$ cat src/rtl/shared_mem_arb_pkg.sv
// Shared types, widths and helpers for shared_mem_arbiter.
// Request index ports carry one spare bit so out-of-range words/lanes can be expressed.
package shared_mem_arb_pkg;

   // Width of an index into n items, at least one bit.
   function automatic int idx_w(input int n);
      return (n > 1) ? $clog2(n) : 1;
   endfunction

   localparam int SMA_NREQ  = 3;
   localparam int SMA_DEPTH = 8;
   localparam int SMA_WIDTH = 32;
   localparam int SMA_SLICE = 8;
   localparam int SMA_LANES = SMA_WIDTH / SMA_SLICE;
   localparam int SMA_AW    = idx_w(SMA_DEPTH) + 1;
   localparam int SMA_OW    = idx_w(SMA_LANES) + 1;
   localparam int SMA_PW    = idx_w(SMA_NREQ);

   typedef enum logic {
      IDLE   = 1'b0,
      LOCKED = 1'b1
   } arb_state_e;

   typedef struct packed {
      logic                  we;
      logic [SMA_AW-1:0]     addr;
      logic [SMA_OW-1:0]     off;
      logic [SMA_SLICE-1:0]  wdata;
   } req_t;

endpackage

$ cat src/rtl/rr_arbiter.sv
// Round-robin pick: first set request at or above ptr, wrapping modulo N.
module rr_arbiter #(
   parameter int N  = 3,
   parameter int PW = 2
) (
   input  logic [N-1:0]  req,
   input  logic [PW-1:0] ptr,
   output logic [N-1:0]  grant,
   output logic [PW-1:0] idx,
   output logic          any
);

   // Scan N positions starting at ptr; the first valid one wins.
   always_comb begin
      logic [PW-1:0] j;
      grant = '0;
      idx   = '0;
      any   = 1'b0;
      j     = '0;
      for (int k = 0; k < N; k++) begin
         j = PW'((int'(ptr) + k) % N);
         if (!any && req[j]) begin
            any      = 1'b1;
            grant[j] = 1'b1;
            idx      = j;
         end
      end
   end

endmodule

$ cat src/rtl/shared_mem_arbiter.sv
// Round-robin arbiter sharing one word memory among NREQ slice-granular requesters.
// Optional grant locking is built when SHARED_MEM_ARB_LOCK_EN is defined.
// Handshake: a transfer happens on a clock edge where req_valid[i] && req_ready[i];
// the requester holds every req_* field stable until then, and the registered
// one-hot rsp_valid pulses for exactly one cycle after the transfer.
module shared_mem_arbiter
   import shared_mem_arb_pkg::*;
#(
   parameter  int NREQ  = SMA_NREQ,
   parameter  int DEPTH = SMA_DEPTH,
   parameter  int WIDTH = SMA_WIDTH,
   parameter  int SLICE = SMA_SLICE,
   localparam int LANES = WIDTH / SLICE,
   localparam int AW    = idx_w(DEPTH) + 1,
   localparam int OW    = idx_w(LANES) + 1,
   localparam int PW    = idx_w(NREQ)
) (
   input  logic                       clk,
   input  logic                       rst,
   input  logic [NREQ-1:0]            req_valid,
   output logic [NREQ-1:0]            req_ready,
   input  logic [NREQ-1:0]            req_we,
   input  logic [NREQ-1:0][AW-1:0]    req_addr,
   input  logic [NREQ-1:0][OW-1:0]    req_off,
   input  logic [NREQ-1:0][SLICE-1:0] req_wdata,
   input  logic [NREQ-1:0]            req_lock,
   output logic [NREQ-1:0]            rsp_valid,
   output logic [SLICE-1:0]           rsp_rdata,
   output logic                       rsp_err,
   output arb_state_e                 dbg_state,
   output logic [PW-1:0]              dbg_rr_ptr
);

   localparam int IW = idx_w(DEPTH);
   localparam int LW = idx_w(LANES);

   logic [WIDTH-1:0] mem [DEPTH];
   logic [PW-1:0]    rr_ptr;
   logic [PW-1:0]    gidx;
   logic [NREQ-1:0]  elig;
   logic [NREQ-1:0]  grant;
   logic             xfer;
   logic             in_range;
   logic [IW-1:0]    widx;
   logic [LW-1:0]    woff;
   arb_state_e       state;
   req_t             sel;

`ifdef SHARED_MEM_ARB_LOCK_EN
   arb_state_e    state_n;
   logic [PW-1:0] owner;
   logic [PW-1:0] owner_n;

   // While locked only the owner may compete.
   assign elig = (state == LOCKED) ? (req_valid & (NREQ'(1) << owner)) : req_valid;

   // Lock state register.
   always_ff @(posedge clk or posedge rst) begin
      if (rst) begin
         state <= IDLE;
         owner <= '0;
      end else begin
         state <= state_n;
         owner <= owner_n;
      end
   end

   // Enter LOCKED on a locking transfer; leave on an unlocking transfer or an idle owner cycle.
   always_comb begin
      state_n = state;
      owner_n = owner;
      case (state)
         IDLE: begin
            if (xfer && req_lock[gidx]) begin
               state_n = LOCKED;
               owner_n = gidx;
            end
         end
         LOCKED: begin
            if (!req_valid[owner])
               state_n = IDLE;
            else if (xfer && !req_lock[owner])
               state_n = IDLE;
         end
         default: state_n = IDLE;
      endcase
   end
`else
   logic unused_lock;
   assign unused_lock = ^req_lock;
   assign state       = IDLE;
   assign elig        = req_valid;
`endif

   rr_arbiter #(.N(NREQ), .PW(PW)) u_rr (
      .req   (elig & {NREQ{~rst}}),
      .ptr   (rr_ptr),
      .grant (grant),
      .idx   (gidx),
      .any   (xfer)
   );

   assign req_ready  = grant;
   assign dbg_state  = state;
   assign dbg_rr_ptr = rr_ptr;

   // Route the winning requester's fields and decode its range.
   always_comb begin
      sel.we    = req_we[gidx];
      sel.addr  = req_addr[gidx];
      sel.off   = req_off[gidx];
      sel.wdata = req_wdata[gidx];
      in_range  = (int'(sel.addr) < DEPTH) && (int'(sel.off) < LANES);
      widx      = sel.addr[IW-1:0];
      woff      = sel.off[LW-1:0];
   end

   // Round-robin pointer moves past the winner, but stays frozen while locked.
   always_ff @(posedge clk or posedge rst) begin
      if (rst)
         rr_ptr <= '0;
      else if (xfer && state == IDLE)
         rr_ptr <= (int'(gidx) == NREQ - 1) ? '0 : gidx + 1'b1;
   end

   // Storage is not reset; only in-range writes touch one slice of one word.
   always_ff @(posedge clk) begin
      if (xfer && sel.we && in_range)
         mem[widx][woff*SLICE +: SLICE] <= sel.wdata;
   end

   // Registered one-cycle response to the granted requester.
   always_ff @(posedge clk or posedge rst) begin
      if (rst) begin
         rsp_valid <= '0;
         rsp_rdata <= '0;
         rsp_err   <= 1'b0;
      end else begin
         rsp_valid <= xfer ? grant : '0;
         rsp_err   <= xfer && !in_range;
         rsp_rdata <= (xfer && in_range && !sel.we) ? mem[widx][woff*SLICE +: SLICE] : '0;
      end
   end

endmodule

$ cat config.mk
export PLATFORM = sky130hd
export DESIGN_NAME = shared_mem_arbiter
export DESIGN_NICKNAME = d
export VERILOG_FILES = /design/src/rtl/shared_mem_arb_pkg.sv /design/src/rtl/rr_arbiter.sv /design/src/rtl/shared_mem_arbiter.sv
export SDC_FILE = /design/constraint.sdc
export NUM_CORES = 1
export LEC_CHECK = 0
export ABC_AREA = 1
export CAP_MARGIN = 20
export CORE_MARGIN = 1.5
export CORE_UTILIZATION = 54
export DETAILED_ROUTE_END_ITERATION = 16
export PLACE_DENSITY = 0.8
export SLEW_MARGIN = 10
export SYNTH_ARGS = -nofsm -noshare
export SYNTH_HDL_FRONTEND = slang
export SYNTH_SLANG_ARGS = --single-unit
$ cat constraint.sdc
create_clock -name clk -period 3.5 [get_ports clk]
set_clock_uncertainty 0.2 [all_clocks]
set_input_delay 0.525 -clock clk [delete_from_list [all_inputs] [get_ports clk]]
set_output_delay 0.525 -clock clk [all_outputs]
set_load 0.01 [all_outputs]
==> metrics.md, run 1 <==
| Metric | Value |
|---|---|
| Status | `finished with violations` |
| Failing checks | `setup timing` |
| WP data required | `3730 ps` |
| Worst slew pin tran | `between 600 and 700 ps` |
| Setup-failing EPs final | `26` |
| Min-delay worst type | `input pin to async pin` |
| Number of placed I/O pins | `74` |
| CP max-delay cell | `dfrtp_1` |
| Cells after Synth | `around 1.2k` |
| Top_reg_cell synth | `edfxtp_1` |
| Total gr overflow | `0` |
| Final hold violation count | `0` |
| Worst setup EP type | `flip-flop` |
| Fmax | `280.3 MHz` |
| Initial DRC count | `roughly 1.3k` |
| Seq/Total Area, Yosys | `between 60 and 70%` |
| Reg clk slew, reported paths | `about 70 ps` |
| Mapped Area | `~0.013 mm^2` |
| Synth unique cells | `38` |
| DR WL/cell | `about 21 um` |
| Yosys reg bits | `270` |
| Post-DP HPWL | `~22 mm` |
| Max H-tree Level | `1` |
| Period minus WS final | `about 3600 ps` |
| Vias/cell | `approximately 5.8` |
| Clock sinks | `270` |
| Antenna violations before repair | `0` |
| RSZ-0062 raised after global routing | `yes` |
| CTS Buf Count | `26` |
| Critical-path cell list | `buf_6 -> ha_4 -> inv_4 -> nand2_4 -> nor2_4 -> buf_6 -> a31oi_4 -> nand2_2 -> nand2_4 -> buf_6 -> nand2_1 -> nand2_2 -> nand2_4 -> nand2_4 -> bufbuf_16 -> or2_2 -> nand3_1 -> nand2_1 -> nor2_1 -> nand2_1 -> nand3_1 -> a21oi_2` |
| Die Height | `155.4 um` |
| Num rows | `55` |
| Area growth, synth to finish | `30.29%` |
| Most frequent CP cell | `nand2_4` |
| Clock root cell | `clkbuf_16` |
| CP Class | `flip-flop to flip-flop` |
| Max_cap viols | `0` |
| Global Route Usage Sum | `around 28%` |
| Total routed wirelength | `~38 mm` |
| Fin util | `~70%` |
| Port bufs | `~70` |
| Slew Limit Fails | `0` |
| ANT cells | `0` |
| Share of layout cells above drive strength 1 | `about a quarter` |
| Overall die width | `between 150 and 200 um` |
| Synth Warn # | `0` |
| Syn Nets | `between 1k and 1.5k` |
| Via count | `roughly 10k` |
| Nets | `1511` |
| Startpoint Class | `flip-flop` |
| Worst EP arrival | `3790 ps` |
| Post-synth EDFFs | `roughly 260` |
| First-pass GRT wire length | `just over 50 mm` |
| DRC viols | `0` |
| Vias in the first global route | `~9.7k` |
| Crit Path Max Fanout | `22` |
| Core area | `0.02271 mm^2` |
| DIE AREA | `approximately 0.024 mm^2` |
| Post-DRT Antenna Nets | `0` |
| Largest net degree at the start of global routing | `30` |
| Initial Util | `a little under three fifths` |
| Worst skew pair latency | `540 ps` |
| CTS tree | `yes` |
| Buffer levels on the longest clock path | `3` |
| Synth async-reset ratio | `just over 5%` |
| Fillers | `~1.3k` |
| Period Utilization, post-route | `101.9%` |
| 1st-pass router iterations | `8` |
| CP max stage delay | `around 420 ps` |
| Placer congestion estimate | `approximately 0.90` |
| Slew margin rel. | `~55%` |
| Avg Inst Size Synth | `10.08 um^2` |
| Final WS setup | `-67.63 ps` |
==> layout make-up <==
cell class                 count  area [um^2]  area share, %
multi-input combinational    799         4199          25.70
clock buffer                  30        686.9          4.204
inverter                     124        493.0          3.017
tap                          285        356.6          2.183
timing repair buffer         225         2410          14.75
sequential                   270         8039          49.20
clock inverter                17        153.9         0.9420
==> cell usage after synthesis, types with 10 or more instances <==
master | count | area, um^2
buf_2 | 14 | 70.07
buf_4 | 12 | 90.09
buf_6 | 20 | 225.2
dfrtp_1 | 14 | 350.3
edfxtp_1 | 256 | 7687
inv_1 | 112 | 420.4
inv_2 | 10 | 37.54
nand2_1 | 420 | 1577
nand3_1 | 75 | 375.4
nand3b_1 | 23 | 172.7
nor2_1 | 132 | 495.5
o21ai_0 | 29 | 145.1
o21ai_1 | 52 | 260.3
==> flip-flops by register name, indices dropped and copies added (netlist names) <==
signal      flops
dbg_rr_ptr      2
mem           256
rsp_err         1
rsp_rdata       8
rsp_valid       3
==> critical path: cells and delay by family, from the launching register on <==
| kind | cells | cell delay (ps) |
|---|---|---|
| and+or+nand+nor | 14 | 1680 |
| adders and majority gates | 1 | 170 |
| AOI/OAI and AO/OA | 2 | 160 |
| DFF | 1 | 420 |
| buffers and inverters | 5 | 820 |
==> layout by cell type, fill, tap and decap left out, drive strengths merged, types with 2 or more instances in the layout <==
master / n
clkdlybuf4s50: 68
clkbuf: 33
dfrtp: 14
nor2: 141
inv: 123
or2: 3
edfxtp: 256
o21ai: 81
clkinv: 15
ha: 9
bufinv: 3
o221ai: 4
a21oi: 2
nor3: 10
buf: 152
nand4: 7
nand3b: 23
nand2: 435
nand3: 78
==> stage by stage <==
step | setup WS [ps] | setup TNS (ps) | instances | instance area [um^2] | hold WS (ps)
after floorplan | -31.57 | -6895 | 1244 | 12700 | 120.6
after global placement | -331.1 | -118850 | 1679 | 14530 | 451.6
after detailed placement | -458.6 | -158610 | 1679 | 14530 | 485.9
after CTS | 0.8500 | 0 | 1735 | 15690 | 193.0
after global routing | -177.6 | -24820 | 1750 | 16340 | 227.7
final | -67.63 | -628.3 | 1750 | 16340 | 193.1
==> path summary, 6_finish.rpt <==
check	slack (ps)	depth (start not counted)	endpoint	startpoint
max	-70	22	rsp_rdata[6]	dbg_rr_ptr[0]
min in group clk	530	3	dbg_rr_ptr[0]	dbg_rr_ptr[0]
max in group asynchronous	2780	3	rsp_valid[1]	rst
max reg2reg	-70	22	rsp_rdata[6]	dbg_rr_ptr[0]
min	190	3	rsp_valid[2]	rst
min reg2reg	530	3	dbg_rr_ptr[0]	dbg_rr_ptr[0]
==> repair_timing <==
action,4_1_cts,5_1_grt
setup endpoints to repair,449,522
pin swaps,6,42
resized for setup,34,127
gates cloned,5,2
hold endpoints to repair,0,0
hold buffers,0,0
setup buffers,4,17
==> layer usage <==
layer  GRT usage (%)  share of wire (%)  wire length [um]
met1           34.87                 35             13260
met2           48.98                 49             18370
met3           5.181                 11              4008
met4           11.11                5.0              1880
met5               0                  0                 0
==> cell families after synthesis <==
family / synth area share (%)
compound gates: 3.971
fa+ha+maj: 0.8980
buf+inv: 7.005
flops: 64.10
other cells: 0.02991
simple gates: 24.00
Power of run 1 is left out: the tool's default activity adds up to more than one toggle a clock period on the data nets, which glitch-free logic cannot reach.
==> run 2, diff against run 1 <==
Settings changed: CORE_UTILIZATION 54 to 55, PLACE_DENSITY 0.8 to 0.79.
Clock period 3.5 ns to 4.37 ns, I/O delays scaled along.
==> run 2 against run 1 <==
  * The flow now finishes without violations
  * Maximum frequency down 13%
  * Design area down 8.9%
  * Core utilization down 5.8 points
  * Sequential share of layout area up 4.8 points
  * Cell count down 3.0%
  * Global-route usage down 2.6 points
  * Count of clock-buffer cells in the layout down 1
  * Largest cell class unchanged
==> metrics.md, run 2 (same netlist as run 1, synthesis figures left out) <==
| Metric | Value |
|---|---|
| WP data required | `4390 ps (was 3730 ps)` |
| Fin util | `66.13% (was 71.94%)` |
| Post-DP HPWL | `20.04 mm (was 21.52 mm)` |
| ANT cells | `0 (unchanged)` |
| Slew margin rel. | `37.58% (was 55.39%)` |
| Nets | `1460 (was 1511)` |
| Largest net degree at the start of global routing | `68 (was 30)` |
| Buffer levels on the longest clock path | `3 (unchanged)` |
| Worst setup EP type | `flip-flop (unchanged)` |
| Setup-failing EPs final | `0 (was 26)` |
| Global Route Usage Sum | `25.49% (was 28.13%)` |
| Commonest non-fill, non-tap cells in the layout | `nand2_1 (420), edfxtp_1 (256), nor2_1 (132) (was nand2_1 (397), edfxtp_1 (256), inv_1 (104))` |
| CP max stage delay | `690 ps (was 420 ps)` |
| Core area | `0.02250 mm^2 (was 0.02271 mm^2)` |
| Initial Util | `55.72% (was 55.22%)` |
| Fmax | `244.6 MHz (was 280.3 MHz)` |
| Clock root cell | `clkbuf_16 (unchanged)` |
| WHS | `316.6 ps (was 193.1 ps)` |
| Area growth, synth to finish | `18.67% (was 30.29%)` |
| Period Utilization, post-route | `93.54% (was 101.9%)` |
| Startpoint Class | `flip-flop (unchanged)` |
| Max reg flops | `256 (unchanged)` |
| Worst skew pair latency | `540 ps (about the same)` |
| Initial DRC count | `856 (was 1255)` |
| Total Neg Setup Slack | `0 ps (was -628.3 ps)` |
| Period minus WS final | `4088 ps (was 3568 ps)` |
| Postcts setup bufs | `0 (was 4)` |
| Max H-tree Level | `1 (unchanged)` |
| Total gr overflow | `0 (unchanged)` |
| Vias in the first global route | `8903 (was 9663)` |
| 1st-pass router iterations | `5 (was 8)` |
| Final hold violation count | `0 (unchanged)` |
| Critical-path cell list | `inv_1 -> ha_1 -> inv_1 -> nand3_1 -> nand2_1 -> nand3_2 -> nand2_1 -> nand2_2 -> nor2_4 -> inv_1 -> nor2_1 -> nor3_4 -> ha_1 -> inv_1 -> nor2_1 -> nand2_1 -> nor3_1 (was buf_6 -> ha_4 -> inv_4 -> nand2_4 -> nor2_4 -> buf_6 -> a31oi_4 -> nand2_2 -> nand2_4 -> buf_6 -> nand2_1 -> nand2_2 -> nand2_4 -> nand2_4 -> bufbuf_16 -> or2_2 -> nand3_1 -> nand2_1 -> nor2_1 -> nand2_1 -> nand3_1 -> a21oi_2)` |
| Post-DRT Antenna Nets | `0 (unchanged)` |
| Biggest regs | `mem: 256 flops, rsp_rdata: 8 flops, rsp_valid: 3 flops (unchanged)` |
| Total routed wirelength | `29.85 mm (was 37.51 mm)` |
| DIE AREA | `0.02371 mm^2 (was 0.02414 mm^2)` |
| Pre-CTS setup slack | `50.82 ps (was -458.6 ps)` |
| Die Height | `154.0 um (was 155.4 um)` |
| Port bufs | `69 (unchanged)` |
| Num rows | `55 (unchanged)` |
| Clock sinks | `270 (unchanged)` |
| Most common cell after layout, fill and taps aside | `nand2_1 (unchanged)` |
| Max_cap viols | `0 (unchanged)` |
| CP Class | `flip-flop to flip-flop (unchanged)` |
| DR WL/cell | `17.58 um (was 21.43 um)` |
| DRC viols | `0 (unchanged)` |
| Via count | `9176 (was 10.21k)` |
| Antenna violations before repair | `0 (unchanged)` |
| Reg clk slew, reported paths | `60 ps (was 70 ps)` |
| Crit Path Max Fanout | `8 (was 22)` |
| Placer congestion estimate | `0.8817 (was 0.9008)` |
| CTS Hold Bufs | `0 (unchanged)` |
| Most flops, register | `mem (unchanged)` |
| CTS tree | `yes (unchanged)` |
| Final WS setup | `282.2 ps (was -67.63 ps)` |
| First-pass GRT wire length | `46.55 mm (was 51.55 mm)` |
| # resized after CTS | `0 (was 34)` |
| Overall die width | `154.0 um (was 155.4 um)` |
| Vias/cell | `5.404 (was 5.832)` |
| Worst slew pin tran | `926.5 ps (was 662.2 ps)` |
| Share of layout cells above drive strength 1 | `13.52% (was 23.89%)` |
| Min-delay worst type | `input pin to async pin (unchanged)` |
| Status | `finished, final reports clean (was finished with violations)` |
| Number of placed I/O pins | `74 (unchanged)` |
| CTS Buf Count | `26 (unchanged)` |
| Slew Limit Fails | `0 (unchanged)` |
| Most frequent CP cell | `inv_1 (was nand2_4)` |
| CP max-delay cell | `nor3_1 (was dfrtp_1)` |
| RSZ-0062 raised after global routing | `yes (unchanged)` |
| Worst EP arrival | `4110 ps (was 3790 ps)` |
run 2: changes by cell type in the layout (fill, tap and decap cells not counted), sizes merged:
cell	change
buf	-46
clkbuf	-4
clkinv	-2
bufbuf	-1
clkdlybuf4s50	+1
clkinvlp	+1
dlymetal6s2s	-1
inv	+1
nand2	-1
run 2: per-stage QoR:
stage,area (um^2),cells
finish,14880,1698
global route,14880,1698
CTS,14880,1698
detailed placement,14040,1652
global placement,14040,1652
floorplan,12540,1244
run 2: critical path: cells and delay by family, from the launching register on:
family	cells	cell delay, ps
and+or+nand+nor	11	2070
adders and majority gates	2	660
DFF	1	440
buffers and inverters	4	420
run 2: layer usage:
layer / wire length [um] / vias up / share of wire (%) / GRT usage, %
met5: 0 / - / 0 / 0
met4: 736 / 0 / 2.5 / 8.414
met3: 2728 / 66 / 9.1 / 4.566
met2: 14640 / 438 / 49 / 44.28
met1: 11750 / 4287 / 39 / 32.46
li1: - / 4385 / - / -
run 2: final timing paths:
| path | start | to | slack, ps | depth (start not counted) |
|---|---|---|---|---|
| min | rst | rsp_rdata[3] | 320 | 3 |
| max reg2reg | dbg_rr_ptr[0] | mem[4][17] | 280 | 17 |
| min in group clk | dbg_rr_ptr[1] | dbg_rr_ptr[1] | 460 | 2 |
| max in group asynchronous | rst | rsp_valid[1] | 3510 | 3 |
| max | dbg_rr_ptr[0] | mem[4][17] | 280 | 17 |
| min reg2reg | dbg_rr_ptr[1] | dbg_rr_ptr[1] | 460 | 2 |
run 2: final cells by class:
| cell class | count | area (um^2) |
|---|---|---|
| inverter | 124 | 470.5 |
| timing repair buffer | 175 | 1549 |
| sequential | 270 | 8038 |
| fill | 1589 | 7622 |
| clock buffer | 29 | 683.2 |
| clock inverter | 17 | 155.1 |
| multi-input combinational | 798 | 3628 |
| tap | 285 | 356.6 |
Power of run 2 is left out for the same reason.
==> run 3, diff against run 2 <==
Settings changed: CORE_ASPECT_RATIO set to 0.6, CTS_CLUSTER_DIAMETER set to 120.
==> run 3 against run 2 <==
  * Non-clock buffer count is 20 lower
  * Wire length is 1.4% higher
  * Flip-flop and latch count stayed put
  * Critical path depth is 2 lower
  * Global-route usage is 0.44 points higher
  * Hold slack worse by 130 ps
  * Die area is 0.12% higher
  * First-iteration DRC count is 16% higher
  * Via count is 0.50% lower
  * Sequential share of layout area is 0.64 points higher
==> metrics.md, run 3 (same netlist as run 1, synthesis figures left out) <==
| Metric | Value |
|---|---|
| Final hold violation count | `0 (unchanged)` |
| Slew margin rel. | `36.15% (was 37.58%)` |
| Most flops, register | `mem (unchanged)` |
| Core area | `0.02223 mm^2 (was 0.02250 mm^2)` |
| Total routed wirelength | `30.27 mm (was 29.85 mm)` |
| Area growth, synth to finish | `17.27% (was 18.67%)` |
| Min-delay worst type | `input pin to async pin (unchanged)` |
| Max_cap viols | `0 (unchanged)` |
| Commonest non-fill, non-tap cells in the layout | `nand2_1 (420), edfxtp_1 (256), nor2_1 (130) (was nand2_1 (420), edfxtp_1 (256), nor2_1 (132))` |
| Slew Limit Fails | `0 (unchanged)` |
| Placer congestion estimate | `1.021 (was 0.8817)` |
| Worst setup EP type | `flip-flop (unchanged)` |
| Clock sinks | `270 (unchanged)` |
| Postcts setup bufs | `0 (unchanged)` |
| Fillers | `1648 (was 1589)` |
| Post-DRT Antenna Nets | `0 (unchanged)` |
| CP Class | `flip-flop to flip-flop (unchanged)` |
| RSZ-0062 raised after global routing | `yes (unchanged)` |
| Total Neg Setup Slack | `0 ps (unchanged)` |
| Via count | `9130 (was 9176)` |
| Crit Path Max Fanout | `11 (was 8)` |
| Nets | `1439 (was 1460)` |
| Worst skew pair latency | `530 ps (was 540 ps)` |
| Global Route Usage Sum | `25.93% (was 25.49%)` |
| Die Height | `120.0 um (was 154.0 um)` |
| Port bufs | `69 (unchanged)` |
| Buffer levels on the longest clock path | `3 (unchanged)` |
| Final std cells w/o fill | `1699 (was 1698)` |
| DIE AREA | `0.02374 mm^2 (was 0.02371 mm^2)` |
| Most common cell after layout, fill and taps aside | `nand2_1 (unchanged)` |
| Vias/cell | `5.374 (was 5.404)` |
| 1st-pass router iterations | `6 (was 5)` |
| Initial DRC count | `992 (was 856)` |
| Number of placed I/O pins | `74 (unchanged)` |
| Fmax | `237.0 MHz (was 244.6 MHz)` |
| Num rows | `42 (was 55)` |
| Placed cell count | `1655 (was 1652)` |
| Post-DP HPWL | `20.25 mm (was 20.04 mm)` |
| Largest net degree at the start of global routing | `94 (was 68)` |
| Clock root cell | `clkbuf_16 (unchanged)` |
| Antenna violations before repair | `0 (unchanged)` |
| Max H-tree Level | `1 (unchanged)` |
| Overall die width | `197.9 um (was 154.0 um)` |
| Share of layout cells above drive strength 1 | `11.79% (was 13.52%)` |
| DRC viols | `0 (unchanged)` |
| WHS | `189.6 ps (was 316.6 ps)` |
| Reg clk slew, reported paths | `70 ps (was 60 ps)` |
| ANT cells | `0 (unchanged)` |
| Max reg flops | `256 (unchanged)` |
| Period minus WS final | `4219 ps (was 4088 ps)` |
| Worst EP arrival | `4270 ps (was 4110 ps)` |
| Vias in the first global route | `8608 (was 8903)` |
| Total gr overflow | `0 (unchanged)` |
| CTS Buf Count | `25 (was 26)` |
| WP data required | `4420 ps (was 4390 ps)` |
| DR WL/cell | `17.82 um (was 17.58 um)` |
| Period Utilization, post-route | `96.55% (was 93.54%)` |
| First-pass GRT wire length | `46.36 mm (was 46.55 mm)` |
| Biggest regs | `mem: 256 flops, rsp_rdata: 8 flops, rsp_valid: 3 flops (unchanged)` |
| Setup-failing EPs final | `0 (unchanged)` |
| CTS tree | `yes (unchanged)` |
| Startpoint Class | `flip-flop (unchanged)` |
| Worst slew pin tran | `947.8 ps (was 926.5 ps)` |
| Initial Util | `56.41% (was 55.72%)` |
| Status | `finished, final reports clean (unchanged)` |
[run 3: per-layer routing]
metal  GRT usage [%]  share of wire [%]  up-vias
met4           6.155                1.8        0
met3           6.296                 13       48
met1           37.58                 42     4252
met5               0                  0        -
li1                -                  -     4346
met2           39.68                 43      484
[run 3: worst paths after layout]
kind,slack (ps),endpoint,from,cells past startpoint
worst max-delay path,150,mem[3][6],dbg_rr_ptr[0],15
worst min-delay path,190,rsp_err,rst,2
worst max register to register,150,mem[3][6],dbg_rr_ptr[0],15
worst min register to register,470,dbg_rr_ptr[1],dbg_rr_ptr[1],2
max in group asynchronous,3380,rsp_rdata[7],rst,3
min in group clk,470,dbg_rr_ptr[1],dbg_rr_ptr[1],2
[run 3: stage by stage]
step | area [um^2] | setup WS, ps | util (%)
final | 14710 | 150.6 | 66.15
after global routing | 14710 | -107.0 | 66.15
after CTS | 14700 | 173.3 | 66.11
after detailed placement | 13920 | -34.67 | 62.60
after global placement | 13920 | 94.65 | 62.60
after floorplan | 12540 | 641.6 | -
[run 3: worst max-delay path, stage by stage, from the launching register on]
cell	delay [ps]
dfrtp_1	460
inv_1	100
ha_1	360
inv_1	200
nand3_1	130
nand2_1	150
nand3_2	110
nand2_1	120
nand2_2	180
nand2_4	140
inv_2	50
a22oi_1	110
and2_1	310
ha_1	380
nand4_2	360
nor2_1	560
[run 3: cell type report]
class / instances / area, um^2 / area share (%)
clock inverter: 10 / 120.1 / 0.8168
clock buffer: 34 / 659.4 / 4.484
multi-input combinational: 798 / 3633 / 24.71
timing repair buffer: 155 / 1399 / 9.512
inverter: 124 / 470.5 / 3.199
sequential: 270 / 8038 / 54.66
tap: 308 / 385.4 / 2.621
[run 3: timing repair]
item                       in CTS  in global routing
resized for setup               0                  3
hold buffers                    0                  0
setup endpoints to repair       0                 72
Power of run 3 is left out for the same reason.
